$ cat config.mk
export PLATFORM = sky130hd
export DESIGN_NAME = wb_dsp_master_arbiter_flat
export DESIGN_NICKNAME = d
export VERILOG_FILES = /design/src/rtl/wb_dsp_master_arbiter_if.sv /design/src/rtl/wb_dsp_master_arbiter.sv /design/src/flat_wrapper.sv
export SDC_FILE = /design/constraint.sdc
export NUM_CORES = 1
export LEC_CHECK = 0
export ABC_AREA = 1
export BUFFER_PORTS_ARGS = -buffer_cell sky130_fd_sc_hd__buf_2
export CAP_MARGIN = 20
export CORE_AREA = 4 4 165 167
export DETAILED_ROUTE_END_ITERATION = 12
export DIE_AREA = 0 0 169 171
export GPL_TIMING_DRIVEN = 0
export PLACE_DENSITY = 0.6
export RECOVER_POWER = 50
export SLEW_MARGIN = 20
export SYNTH_ARGS = -nofsm -noshare
export SYNTH_HDL_FRONTEND = slang
export SYNTH_SLANG_ARGS = --single-unit
$ cat constraint.sdc
create_clock -name wb_clk -period 2.09 [get_ports wb_clk]
set_input_delay 0.418 -clock wb_clk [delete_from_list [all_inputs] [get_ports wb_clk]]
set_output_delay 0.418 -clock wb_clk [all_outputs]
set_load 0.005 [all_outputs]
$ cat src/rtl/wb_dsp_master_arbiter_if.sv
// wb_dsp_master_arbiter_if: request-port bundle between the arbiter and the wishbone master.
interface wb_dsp_master_arbiter_if #(parameter int dw = 32, parameter int aw = 32);
   logic          start;
   logic [aw-1:0] address;
   logic [3:0]    selection;
   logic          write;
   logic [dw-1:0] data_wr;
   logic          active;
   logic [dw-1:0] data_rd;
   modport master(output start, address, selection, write, data_wr, input active, data_rd);
   modport slave(input start, address, selection, write, data_wr, output active, data_rd);
endinterface

$ cat src/rtl/wb_dsp_master_arbiter.sv
// wb_dsp_master_arbiter: round-robin sharing of one wishbone master port; WB_DSP_ARB_TIMEOUT_EN adds a watchdog.
module wb_dsp_master_arbiter #(
   parameter int NREQ = 4,
   parameter int dw = 32,
   parameter int aw = 32,
   parameter int TIMEOUT = 1024
) (
   input  logic                 wb_clk,
   input  logic                 wb_rst,
   input  logic [NREQ-1:0]      req,
   input  logic [NREQ*aw-1:0]   req_address,
   input  logic [NREQ*4-1:0]    req_selection,
   input  logic [NREQ-1:0]      req_write,
   input  logic [NREQ*dw-1:0]   req_data_wr,
   output logic [NREQ-1:0]      gnt,
   output logic [NREQ-1:0]      done,
   output logic [NREQ-1:0]      err,
   output logic [dw-1:0]        rd_data,
   output logic                 busy,
   wb_dsp_master_arbiter_if.master m
);
   localparam int LW = NREQ > 1 ? $clog2(NREQ) : 1;
   typedef enum logic [2:0] {IDLE, START, ISSUED, BUSY, DONE} state_t;
   state_t state;
   logic [LW-1:0] last_gnt, win, idx;
   logic [aw-1:0] addr_a [NREQ];
   logic [3:0]    sel_a [NREQ];
   logic [dw-1:0] dat_a [NREQ];
   logic tmo;
   for (genvar i = 0; i < NREQ; i++) begin : g_unpack
      assign addr_a[i] = req_address[i*aw +: aw];
      assign sel_a[i] = req_selection[i*4 +: 4];
      assign dat_a[i] = req_data_wr[i*dw +: dw];
   end
   // scan downward so the nearest set bit after last_gnt wins
   always_comb begin
      win = last_gnt;
      idx = '0;
      for (int k = NREQ; k >= 1; k--) begin
         idx = LW'((int'(last_gnt) + k) % NREQ);
         if (req[idx]) win = idx;
      end
   end
`ifdef WB_DSP_ARB_TIMEOUT_EN
   localparam int CW = $clog2(TIMEOUT + 1);
   logic [CW-1:0] cnt;
   assign tmo = (state == ISSUED || state == BUSY) && cnt == CW'(TIMEOUT - 1);
   always_ff @(posedge wb_clk)
      if (wb_rst) begin
         cnt <= '0;
         err <= '0;
      end else begin
         cnt <= state == START ? '0 : cnt + 1'b1;
         err <= tmo ? gnt : '0;
      end
`else
   assign tmo = 1'b0;
   assign err = '0;
`endif
   always_ff @(posedge wb_clk)
      if (wb_rst) begin
         state <= IDLE;
         gnt <= '0;
         done <= '0;
         busy <= 1'b0;
         rd_data <= '0;
         last_gnt <= LW'(NREQ - 1);
         m.start <= 1'b0;
         m.address <= '0;
         m.selection <= '0;
         m.write <= 1'b0;
         m.data_wr <= '0;
      end else begin
         done <= '0;
         m.start <= 1'b0;
         if (tmo) begin
            gnt <= '0;
            busy <= 1'b0;
            state <= IDLE;
         end else
            case (state)
               IDLE: if (|req) begin
                  gnt <= NREQ'(1) << win;
                  last_gnt <= win;
                  m.address <= addr_a[win];
                  m.selection <= sel_a[win];
                  m.write <= req_write[win];
                  m.data_wr <= dat_a[win];
                  busy <= 1'b1;
                  state <= START;
               end
               START: begin
                  m.start <= 1'b1;
                  state <= ISSUED;
               end
               ISSUED: if (m.active) state <= BUSY;
               BUSY: if (!m.active) begin
                  rd_data <= m.data_rd;
                  done <= gnt;
                  state <= DONE;
               end
               DONE: begin
                  gnt <= '0;
                  busy <= 1'b0;
                  state <= IDLE;
               end
               default: state <= IDLE;
            endcase
      end
endmodule

$ cat src/flat_wrapper.sv
// flat-port wrapper written by rule: the top's interface ports become plain ports
module wb_dsp_master_arbiter_flat 
#(
   parameter int NREQ = 4,
   parameter int dw = 32,
   parameter int aw = 32,
   parameter int TIMEOUT = 1024
)
  (wb_clk, wb_rst, req, req_address, req_selection, req_write, req_data_wr, gnt, done, err, rd_data, busy, m_start, m_address, m_selection, m_write, m_data_wr, m_active, m_data_rd);
  wb_dsp_master_arbiter_if #(.dw(dw), .aw(aw)) m_i ();
  input  logic wb_clk;
  input  logic wb_rst;
  input  logic [NREQ-1:0] req;
  input  logic [NREQ*aw-1:0] req_address;
  input  logic [NREQ*4-1:0] req_selection;
  input  logic [NREQ-1:0] req_write;
  input  logic [NREQ*dw-1:0] req_data_wr;
  output logic [NREQ-1:0] gnt;
  output logic [NREQ-1:0] done;
  output logic [NREQ-1:0] err;
  output logic [dw-1:0] rd_data;
  output logic busy;
  output wire logic [$bits(m_i.start)-1:0] m_start;
  output wire logic [$bits(m_i.address)-1:0] m_address;
  output wire logic [$bits(m_i.selection)-1:0] m_selection;
  output wire logic [$bits(m_i.write)-1:0] m_write;
  output wire logic [$bits(m_i.data_wr)-1:0] m_data_wr;
  input wire logic [$bits(m_i.active)-1:0] m_active;
  input wire logic [$bits(m_i.data_rd)-1:0] m_data_rd;
  assign m_start = m_i.start;
  assign m_address = m_i.address;
  assign m_selection = m_i.selection;
  assign m_write = m_i.write;
  assign m_data_wr = m_i.data_wr;
  assign m_i.active = m_active;
  assign m_i.data_rd = m_data_rd;
  wb_dsp_master_arbiter #(.NREQ(NREQ), .dw(dw), .aw(aw), .TIMEOUT(TIMEOUT)) u_core (.wb_clk(wb_clk), .wb_rst(wb_rst), .req(req), .req_address(req_address), .req_selection(req_selection), .req_write(req_write), .req_data_wr(req_data_wr), .gnt(gnt), .done(done), .err(err), .rd_data(rd_data), .busy(busy), .m(m_i));
endmodule
* After elaboration in Yosys (flattened, before gate mapping) *
Index checks and enable logic that the tools add are counted.

storage, ports and cells
  register bits after elaboration = 116
  logic and storage cells = 72

operators by class
  add/sub/neg operators = 4
  order comparisons = 6
  equal/unequal tests = 7
  shift-type cells = 1
  multiplexer cells = 32
  bitwise logic cells = 3
  reductions and logical operators = 8

operators by type and width
  operator             number
  $bmux 32 s2          2
  $mux 32              4
  $lt 2x3->1 const B   5
  $mux 4               3
  $pmux 3 s4           1
  $bmux 1 s2           5
  $mux 3               3
  $bmux 4 s2           1
  $mux 2               4
  $pmux 4 s2           1
  $mux 1               7
  $eq 3x2->1 const B   2
  $reduce_and 2->1     3
  $add 2x1->2 const B  2
  $add 2x2->2 const B  2
  $ne 2x2->1 const B   2
  $reduce_or 4->1      1
  $shl 1x2->4 const A  1
  $eq 3x1->1 const B   1
  $eq 3x3->1 const B   1
  $ge 3x3->1 const B   1
  $logic_not 3->1      1
  $not 2->3            1
  $reduce_and 3->1     1
  other kinds (5)      6

* Logic depth before layout (Yosys ltp) *
Gate-level depths: netlist (run 1).

  depth after elaboration = 11
  gate-level depth with buffers = 18
  mapped depth without buffers = 15

* Least setup slack after synthesis (run 1) *
OpenSTA, ideal clock, no wires.

  path kind = register -> register
  start = register u_core.last_gnt[0]
  end = register u_core.m.address[0]
  setup time = 0.117 ns
  data arrival time = 1.604 ns
  data required time = 1.973 ns
  slack = 0.369 ns
  cell stages (with the launch flop) = 17
  period minus slack after synthesis = 1.721 ns
  cells stage by stage = dfxtp_1 -> buf_4 -> inv_4 -> nand2_1 -> nand2_1 -> nand2_1 -> nand2_1 -> inv_2 -> nand2_2 -> nand2_4 -> nand2_2 -> buf_6 -> buf_4 -> nor2_1 -> nor2_1 -> nor2_1 -> nor2_1

between the ends
  word-level cells in the longest chain between the ends = 11
  elaborated cells between the ends (all ways) = 20
  classes of those cells = add/sub (4); mux (15); bitwise (1)

RTL lines
  item                                          line                            RTL
  start: declaration                            wb_dsp_master_arbiter.sv:25     logic [LW-1:0] last_gnt, win, idx;
  start signal: assignment                      wb_dsp_master_arbiter.sv:67     last_gnt <= LW'(NREQ - 1);
  start signal: assignment                      wb_dsp_master_arbiter.sv:84     last_gnt <= win;
  $add 2x1->2                                   wb_dsp_master_arbiter.sv:40     idx = LW'((int'(last_gnt) + k) % NREQ);
  $bmux 1 s2                                    wb_dsp_master_arbiter.sv:41     if (req[idx]) win = idx;
  $mux 1 (not written as such)                  wb_dsp_master_arbiter.sv:41
  $mux 2 (3 in a row)                           wb_dsp_master_arbiter.sv:41
  $mux 2 *                                      wb_dsp_master_arbiter.sv:41
  $not 2->3 (not written as such) *             wb_dsp_master_arbiter.sv:85     m.address <= addr_a[win];
  $bmux 32 s2 *                                 wb_dsp_master_arbiter.sv:85
  $mux 32 (not written as such) * (2 in a row)  wb_dsp_master_arbiter.sv:85
  end signal: assignment                        wb_dsp_master_arbiter.sv:85
  end: declaration                              wb_dsp_master_arbiter_if.sv:10  modport master(output start, address, selection, write, data_wr, input active, data_rd);

Every way passes the cells marked *; elsewhere a longest branch is shown, timed or not. The select of a mux whose other input is x is not followed.
A chain may end at the register's enable or synchronous reset.

* Worst setup path in the final report (run 1) *
  start = register u_core.last_gnt[0]
  end = register u_core.m.data_wr[0]

between the ends
  word-level cells in the longest chain between the ends = 11
  elaborated cells between the ends (all ways) = 20
  classes of those cells = add/sub (4); mux (15); bitwise (1)

RTL lines
  item                                          line                            RTL
  $add 2x1->2                                   wb_dsp_master_arbiter.sv:40
  $bmux 1 s2                                    wb_dsp_master_arbiter.sv:41
  $mux 1 (not written as such)                  wb_dsp_master_arbiter.sv:41
  $mux 2 (3 in a row)                           wb_dsp_master_arbiter.sv:41
  $mux 2 *                                      wb_dsp_master_arbiter.sv:41
  $not 2->3 (not written as such) *             wb_dsp_master_arbiter.sv:88     m.data_wr <= dat_a[win];
  $bmux 32 s2 *                                 wb_dsp_master_arbiter.sv:88
  $mux 32 (not written as such) * (2 in a row)  wb_dsp_master_arbiter.sv:88
  end signal: assignment                        wb_dsp_master_arbiter.sv:88
  end: declaration                              wb_dsp_master_arbiter_if.sv:10

Marks and branches as above.

==> flow_metrics.py, run 1 <==
metrics = {
    "floorplan": {
        "die_width_um": 169,
        "coreArea_um2": 25760,
        "num_rows": 59,
        "fp.dieH_um": 171,
        "design.die.area_um2": 28900,
        "initial_core_util": 0.2703,
        "ios": 430,
    },
    "clocking": {
        "cts_buffers": 17,
        "cts_buffer_depth": 2,
        "path_clk_slew_ps": 60,
        "htree_levels": 4,
        "cts_tree": "done",
        "root_buffer": "clkbuf_16",
        "clock-sinks": 116,
        "clock_latency_ps": 410,
        "cts_hold_buf": 0,
    },
    "timing": {
        "max-slew-margin-rel": 0.4765,
        "setup_ws_ps": 21.84,
        "slew_viol_final": 0,
        "worstMarginPinSlew_ps": 784.4,
        "timing.fmax_mhz": 483.5,
        "finalHoldViolCount": 0,
        "rsz0062_at_grt": "yes",
        "setup_violations": 0,
        "period_share": 0.9895,
        "whs_ps": 224.7,
        "finalCriticalPeriod_ps": 2068,
        "fin_skew_ps": 12.43,
    },
    "global_route": {
        "gr-total-overflow": 0,
        "grt_pass1_vias": 8870,
        "antenna_found_initial": 2,
        "grt_max_degree": 17,
        "grt_pass1_wl_mm": 50.94,
        "grt_use_total": 0.2259,
    },
    "cells_and_area": {
        "fillers": 2899,
        "mostFrequentLayoutCell": "buf_2",
        "final_cell_mix": "buf_2, nor2_1, nand2_1",
        "final_layout_size_suffix_gt1_frac": 0.3029,
        "fin_area_um2": 10550,
        "instances_no_fill": 1978,
        "flow.area_growth_from_synthesis_pct": 51.47,
        "nets": 1943,
    },
    "place": {
        "placed_area_um2": 9517,
        "place_congestion": 0.9161,
        "dpl.hpwl_mm": 27.16,
        "portBuffers": 424,
        "dp_worst_setup_slack_ps": -830.2,
        "dp_cells": 1933,
    },
    "pwr": {
        "p_comb_frac": 0.670,
        "power_frac_seq": 0.173,
        "switching_power_mw": 9.669,
        "peakVddDrop_uv": 731.9,
        "p_sw_frac": 0.4990,
        "p_int_mw": 9.706,
        "p_leak_nw": 5.424,
        "pwr-share-clk": 0.158,
        "power_mw": 19.38,
        "powerDensity_nw_per_um2": 1837,
    },
    "worst_setup_path": {
        "path_delay_family": "simple AND/OR/NAND/NOR gates",
        "cpMostUsedCell": "nand2_8",
        "reg2reg_depth": 16,
        "cp.arrival_ps": 2360,
        "path_max_fanout": 10,
        "critical_path.startpoint_type": "flip-flop",
        "crit_cells": 16,
        "cp_slowest_cell": "dfxtp_2",
        "critical_path_buf_inv_count": 4,
        "critPathCaptureType": "flip-flop",
        "max_stage_delay_ps": 340,
        "worstPathCellList": "buf_6 -> inv_8 -> nand2_1 -> nand2_2 -> nand2_1 -> nand2_2 -> nand2_4 -> nand2_8 -> nand2_8 -> nand2_8 -> buf_12 -> buf_4 -> nand3_1 -> nand3_2 -> nor2_4 -> nor2_1",
        "path_class": "flip-flop to flip-flop",
        "required_ps": 2380,
    },
    "detailed_routing": {
        "drc_errors": 0,
        "firstDrtPassIters": 5,
        "wl_mm": 35.17,
        "vias_per_cell": 4.798,
        "num_vias": 9490,
        "final_antenna_net_count": 0,
        "drtIter0Drc": 583,
        "wl_per_cell_um": 17.78,
    },
    "yosys": {
        "yosysWarningCount": 0,
        "ys_ff_latch": 116,
        "syn_area_per_cell_um2": 5.947,
        "yosysUniqueCellTypes": 24,
        "yosysTopAreaCell": "dfxtp_1",
        "synth-seq-area-share": 0.3335,
        "syn-cell-area_um2": 6964,
        "synth_cells": 1171,
        "synthTopCellsByArea": "dfxtp_1, nor2_1, nand3_1",
        "yosysTopAreaCellShare": 0.3335,
    },
    "run": {
        "maxCapViolCount": 0,
    },
    "outcome": {
        "status": "completed",
    },
    "hold_path": {
        "hold_class": "primary input to flip-flop",
        "min_path_cells": 3,
    },
}
[tightest hold or removal path: cells and delay by family]
kind / cells / cell delay, ps
simple gates: 2 / 110
buf+inv: 1 / 70
[logic make-up after synthesis]
logic type             Yosys count  share of synthesized area
other                            1                  0.0005385
buffers and inverters          190                     0.1216
and+or+nand+nor                750                     0.4603
AOI/OAI and AO/OA              114                    0.08408
DFF                            116                     0.3335
[final timing paths]
path / from / to / slack (ps)
min: m_data_rd[29] / u_core.rd_data[29] / 220
max: u_core.last_gnt[0] / u_core.m.data_wr[0] / 20
max reg2reg: u_core.last_gnt[0] / u_core.m.data_wr[0] / 20
min reg2reg: u_core.gnt[2] / u_core.done[2] / 450
[cell usage after synthesis]
cell type,instances
a21oi_1,6
a21oi_4,1
a31oi_1,1
buf_1,1
buf_2,18
buf_4,11
buf_6,9
clkbuf_1,58
conb_1,1
dfxtp_1,116
inv_1,87
inv_2,5
inv_4,1
nand2_1,173
nand2_2,3
nand2_4,1
nand3_1,144
nand3_4,1
nand4_1,71
nor2_1,354
nor3_1,3
o211ai_1,1
o21ai_0,104
o21ai_1,1
[metal layers]
metal	GRT usage	part of all wire	wire, um
met1	0.3032	0.43	15060
met2	0.3835	0.49	17330
met3	0.03720	0.064	2258
met4	0.05040	0.015	525
met5	0	0	0
[power groups by stage]
stage | combinational, mW | clock, mW | sequential, mW
floorplan | 7.19 | 0 | 3.38
global placement | 11.2 | 0 | 3.34
detailed placement | 11.2 | 0 | 3.35
CTS | 11.7 | 3.11 | 3.32
global route | 14.3 | 3.21 | 3.43
finish | 13.0 | 3.05 | 3.35
[registers in the layout (all words and copies together), names as in the netlist]
register / flops
u_core.busy: 1
u_core.done: 4
u_core.gnt: 4
u_core.last_gnt: 2
u_core.m.address: 32
u_core.m.data_wr: 32
u_core.m.selection: 4
u_core.m.start: 1
u_core.m.write: 1
u_core.rd_data: 32
u_core.state: 3
[area by class of cell]
class | count | area, um^2 | share of cell area
Tap cell | 335 | 419.2 | 0.03973
Antenna cell | 2 | 5.005 | 0.0004744
Timing Repair Buffer | 437 | 2170 | 0.2057
Clock buffer | 20 | 466.7 | 0.04424
Inverter | 93 | 359.1 | 0.03404
Buffer | 94 | 690.7 | 0.06547
Clock inverter | 12 | 143.9 | 0.01364
Multi-Input combinational cell | 869 | 3970 | 0.3763
Sequential cell | 116 | 2325 | 0.2204
[stage by stage]
stage | TNS [ps] | util
2_1_floorplan | 0 | -
3_3_place_gp | -42550 | 0.3694
3_5_place_dp | -43370 | 0.3694
4_1_cts | -4.486 | 0.3987
5_1_grt | -1236 | 0.4095
6_report | 0 | 0.4095
[repair_timing]
action | 4_1_cts | 5_1_grt
buffers inserted | 7 | 2
resized for setup | 39 | 123
pin swaps | 4 | 19
hold endpoints to repair | 0 | 0
cloned | 0 | 5
endpoints found under the setup margin | 75 | 106
(Power assumes the default switching activity.)
==> run 2: changes to the inputs <==
--- a/config.mk
+++ b/config.mk
@@ -5,14 +5,13 @@
 export SDC_FILE = /design/constraint.sdc
 export NUM_CORES = 1
 export LEC_CHECK = 0
-export ABC_AREA = 1
-export BUFFER_PORTS_ARGS = -buffer_cell sky130_fd_sc_hd__buf_2
+export BUFFER_PORTS_ARGS = -buffer_cell sky130_fd_sc_hd__buf_4
 export CAP_MARGIN = 20
-export CORE_AREA = 4 4 165 167
+export CORE_AREA = 4 4 166 168
 export DETAILED_ROUTE_END_ITERATION = 12
-export DIE_AREA = 0 0 169 171
+export DIE_AREA = 0 0 170 172
 export GPL_TIMING_DRIVEN = 0
-export PLACE_DENSITY = 0.6
+export PLACE_DENSITY = 0.57
 export RECOVER_POWER = 50
 export SLEW_MARGIN = 20
 export SYNTH_ARGS = -nofsm -noshare
==> run 2 against run 1 <==
Compared with the run above: critical path type unchanged; first-iteration DRC count is 7.9% lower; global-route usage is 2.0 points lower; sequential cell count stayed put; clock skew is 1.1 ps higher; routed wire length is 7.6% lower; cell area is 0.20% lower.
==> flow_metrics.py, run 2 <==
metrics = {
    "yosys": {
        "yosysUniqueCellTypes": 38,
        "syn-cell-area_um2": 6474,
        "synth_edf_count": 0,
        "yosysTopAreaCell": "dfxtp_1",
        "synth.most_common_cell": "nand2_1",
        "ys_ff_latch": 116,
        "synth_commonest_cells": "nand2_1, dfxtp_1, o21bai_1",
        "synthFlopType": "dfxtp_1",
        "yosysWarningCount": 0,
        "synth-seq-area-share": 0.3587,
        "synth_cells": 837,
        "synthArstFlopShare": 0,
        "syn_area_per_cell_um2": 7.734,
        "synthTopCellsByArea": "dfxtp_1, nand2_1, a311oi_1",
        "yosysTopAreaCellShare": 0.3587,
    },
    "pwr": {
        "powerDensity_nw_per_um2": 848.1,
        "peakVddDrop_uv": 461.1,
        "switching_power_mw": 3.352,
        "p_leak_nw": 4.739,
        "power_mw": 8.928,
        "pwr-share-clk": 0.319,
        "p_sw_frac": 0.3754,
        "power_frac_seq": 0.311,
        "p_int_mw": 5.576,
        "p_comb_frac": 0.370,
    },
    "cells_and_area": {
        "mostFrequentLayoutCell": "buf_4",
        "num_antenna_cells": 0,
        "final_cell_mix": "buf_4, nand2_1, dfxtp_1",
        "final_layout_size_suffix_gt1_frac": 0.3792,
        "flow.area_growth_from_synthesis_pct": 62.62,
        "reg_top3": "u_core.m.address: 32 flops, u_core.m.data_wr: 32 flops, u_core.rd_data: 32 flops",
        "fin_util": 0.4063,
        "nets": 1597,
        "instances_no_fill": 1630,
        "fin_area_um2": 10530,
    },
    "global_route": {
        "grt_use_total": 0.2064,
        "grt_use_met3": 0.04641,
        "met1_usage": 0.2620,
        "grt_max_degree": 20,
        "busiest_layer": "met2",
        "gr-total-overflow": 0,
        "antenna_found_initial": 0,
        "grt_use_met2": 0.3527,
        "grt_pass1_vias": 7963,
        "grt_pass1_wl_mm": 46.60,
    },
    "worst_setup_path": {
        "critPathCaptureType": "flip-flop",
        "cp_slowest_cell": "or4_4",
        "path_class": "flip-flop to flip-flop",
        "max_stage_delay_ps": 590,
        "cp.arrival_ps": 2280,
        "cpMostUsedCell": "buf_2",
        "critical_path.startpoint_type": "flip-flop",
        "worstPathCellList": "buf_2 -> or4_4 -> a21oi_4 -> buf_2 -> a311oi_2",
        "path_max_fanout": 10,
        "required_ps": 2380,
    },
    "timing": {
        "finalCriticalPeriod_ps": 1997,
        "finalHoldViolCount": 0,
        "max-slew-margin-rel": 0.4689,
        "whs_ps": 247.1,
        "worstMarginPinSlew_ps": 796.7,
        "slew_viol_final": 0,
        "rsz0062_at_grt": "yes",
        "fin_skew_ps": 13.51,
        "period_share": 0.9553,
        "setup_violations": 0,
        "timing.fmax_mhz": 500.9,
    },
    "floorplan": {
        "coreArea_um2": 25910,
        "ios": 430,
        "num_rows": 59,
        "die_width_um": 170,
        "design.die.area_um2": 29240,
        "initial_core_util": 0.2498,
        "fp.dieH_um": 172,
    },
    "detailed_routing": {
        "drc_errors": 0,
        "drtIter0Drc": 537,
        "wl_per_cell_um": 19.94,
        "firstDrtPassIters": 5,
        "num_vias": 8172,
        "final_antenna_net_count": 0,
        "wl_mm": 32.50,
        "vias_per_cell": 5.013,
    },
    "clocking": {
        "path_clk_slew_ps": 60,
        "cts_buffers": 17,
        "cts_buffer_depth": 2,
        "clock-sinks": 116,
        "clock_latency_ps": 420,
        "cts_tree": "done",
        "cts_hold_buf": 0,
        "htree_levels": 4,
        "root_buffer": "clkbuf_16",
    },
    "place": {
        "placed_area_um2": 10090,
        "dpl.hpwl_mm": 25.31,
        "dp_cells": 1599,
        "place_congestion": 0.8891,
        "portBuffers": 424,
    },
    "hold_path": {
        "hold_class": "primary input to flip-flop",
    },
    "outcome": {
        "status": "completed",
    },
    "run": {
        "maxCapViolCount": 0,
    },
}
run 2: cell types whose count changed after synthesis, sizes merged, moves of 69 or more:
cell,before,now
a211oi,0,69
a311oi,0,69
nand3,145,2
nand4,71,0
nor2,354,9
o21ai,105,1
o21bai,0,70
run 2: through the flow:
| stage | TNS, ps | setup slack [ps] |
|---|---|---|
| 3_5_place_dp | -36680 | -649.8 |
| 2_1_floorplan | 0 | 272.1 |
| 4_1_cts | 0 | 28.64 |
| 6_report | 0 | 93.49 |
| 3_3_place_gp | -30810 | -597.2 |
| 5_1_grt | -5.165 | -5.165 |
run 2: final timing paths:
check / start / end / slack, ps / cells past startpoint
max reg2reg: u_core.state[2] / u_core.m.address[13] / 90 / 5
max: u_core.state[2] / u_core.m.address[13] / 90 / 5
min reg2reg: u_core.rd_data[11] / u_core.rd_data[11] / 450 / 2
min: m_data_rd[7] / u_core.rd_data[7] / 250 / 3
run 2: worst max-delay path, delay by kind of cell, from the launching register on:
kind	cells	cell delay, ps
AOI/OAI and AO/OA	2	470
and+or+nand+nor	1	590
DFF	1	300
buffers and inverters	2	500
run 2: cell families after synthesis:
kind of cell | after synthesis | synth area share
compound gates | 324 | 0.3775
buf+inv | 161 | 0.1138
flops | 116 | 0.3587
other cells | 1 | 0.0005793
simple gates | 235 | 0.1494
run 2: cell type report:
type / instances / area [um^2]
fillers: 2788 / 15380
flip-flops and latches: 116 / 2322
repair buffers: 425 / 2988
clock inverters: 14 / 117.6
plain buffers: 90 / 514.2
well taps: 335 / 419.2
clock buffers: 18 / 439.2
multi-input cells: 563 / 3468
inverters: 69 / 259.0
run 2: power groups by stage:
| stage | combinational (mW) | sequential [mW] | clock [mW] |
|---|---|---|---|
| final | 3.31 | 2.77 | 2.85 |
| after global routing | 3.59 | 2.81 | 3.01 |
| after CTS | 3.43 | 2.78 | 2.92 |
| after detailed placement | 3.39 | 2.82 | 0 |
| after global placement | 3.39 | 2.82 | 0 |
| after floorplan | 1.66 | 2.82 | 0 |
run 2: timing repair:
action | 4_1_cts | 5_1_grt
pin swaps | 1 | 0
endpoints found under the setup margin | 74 | 33
setup buffers | 1 | 0
resized for setup | 17 | 24
endpoints found under the hold margin | 0 | 0
run 2: metal layers:
| layer | wire [um] | vias to the layer above |
|---|---|---|
| met5 | 0 | - |
| met4 | 818 | 0 |
| met3 | 2575 | 58 |
| met2 | 15840 | 411 |
| met1 | 13260 | 3810 |
| li1 | - | 3893 |
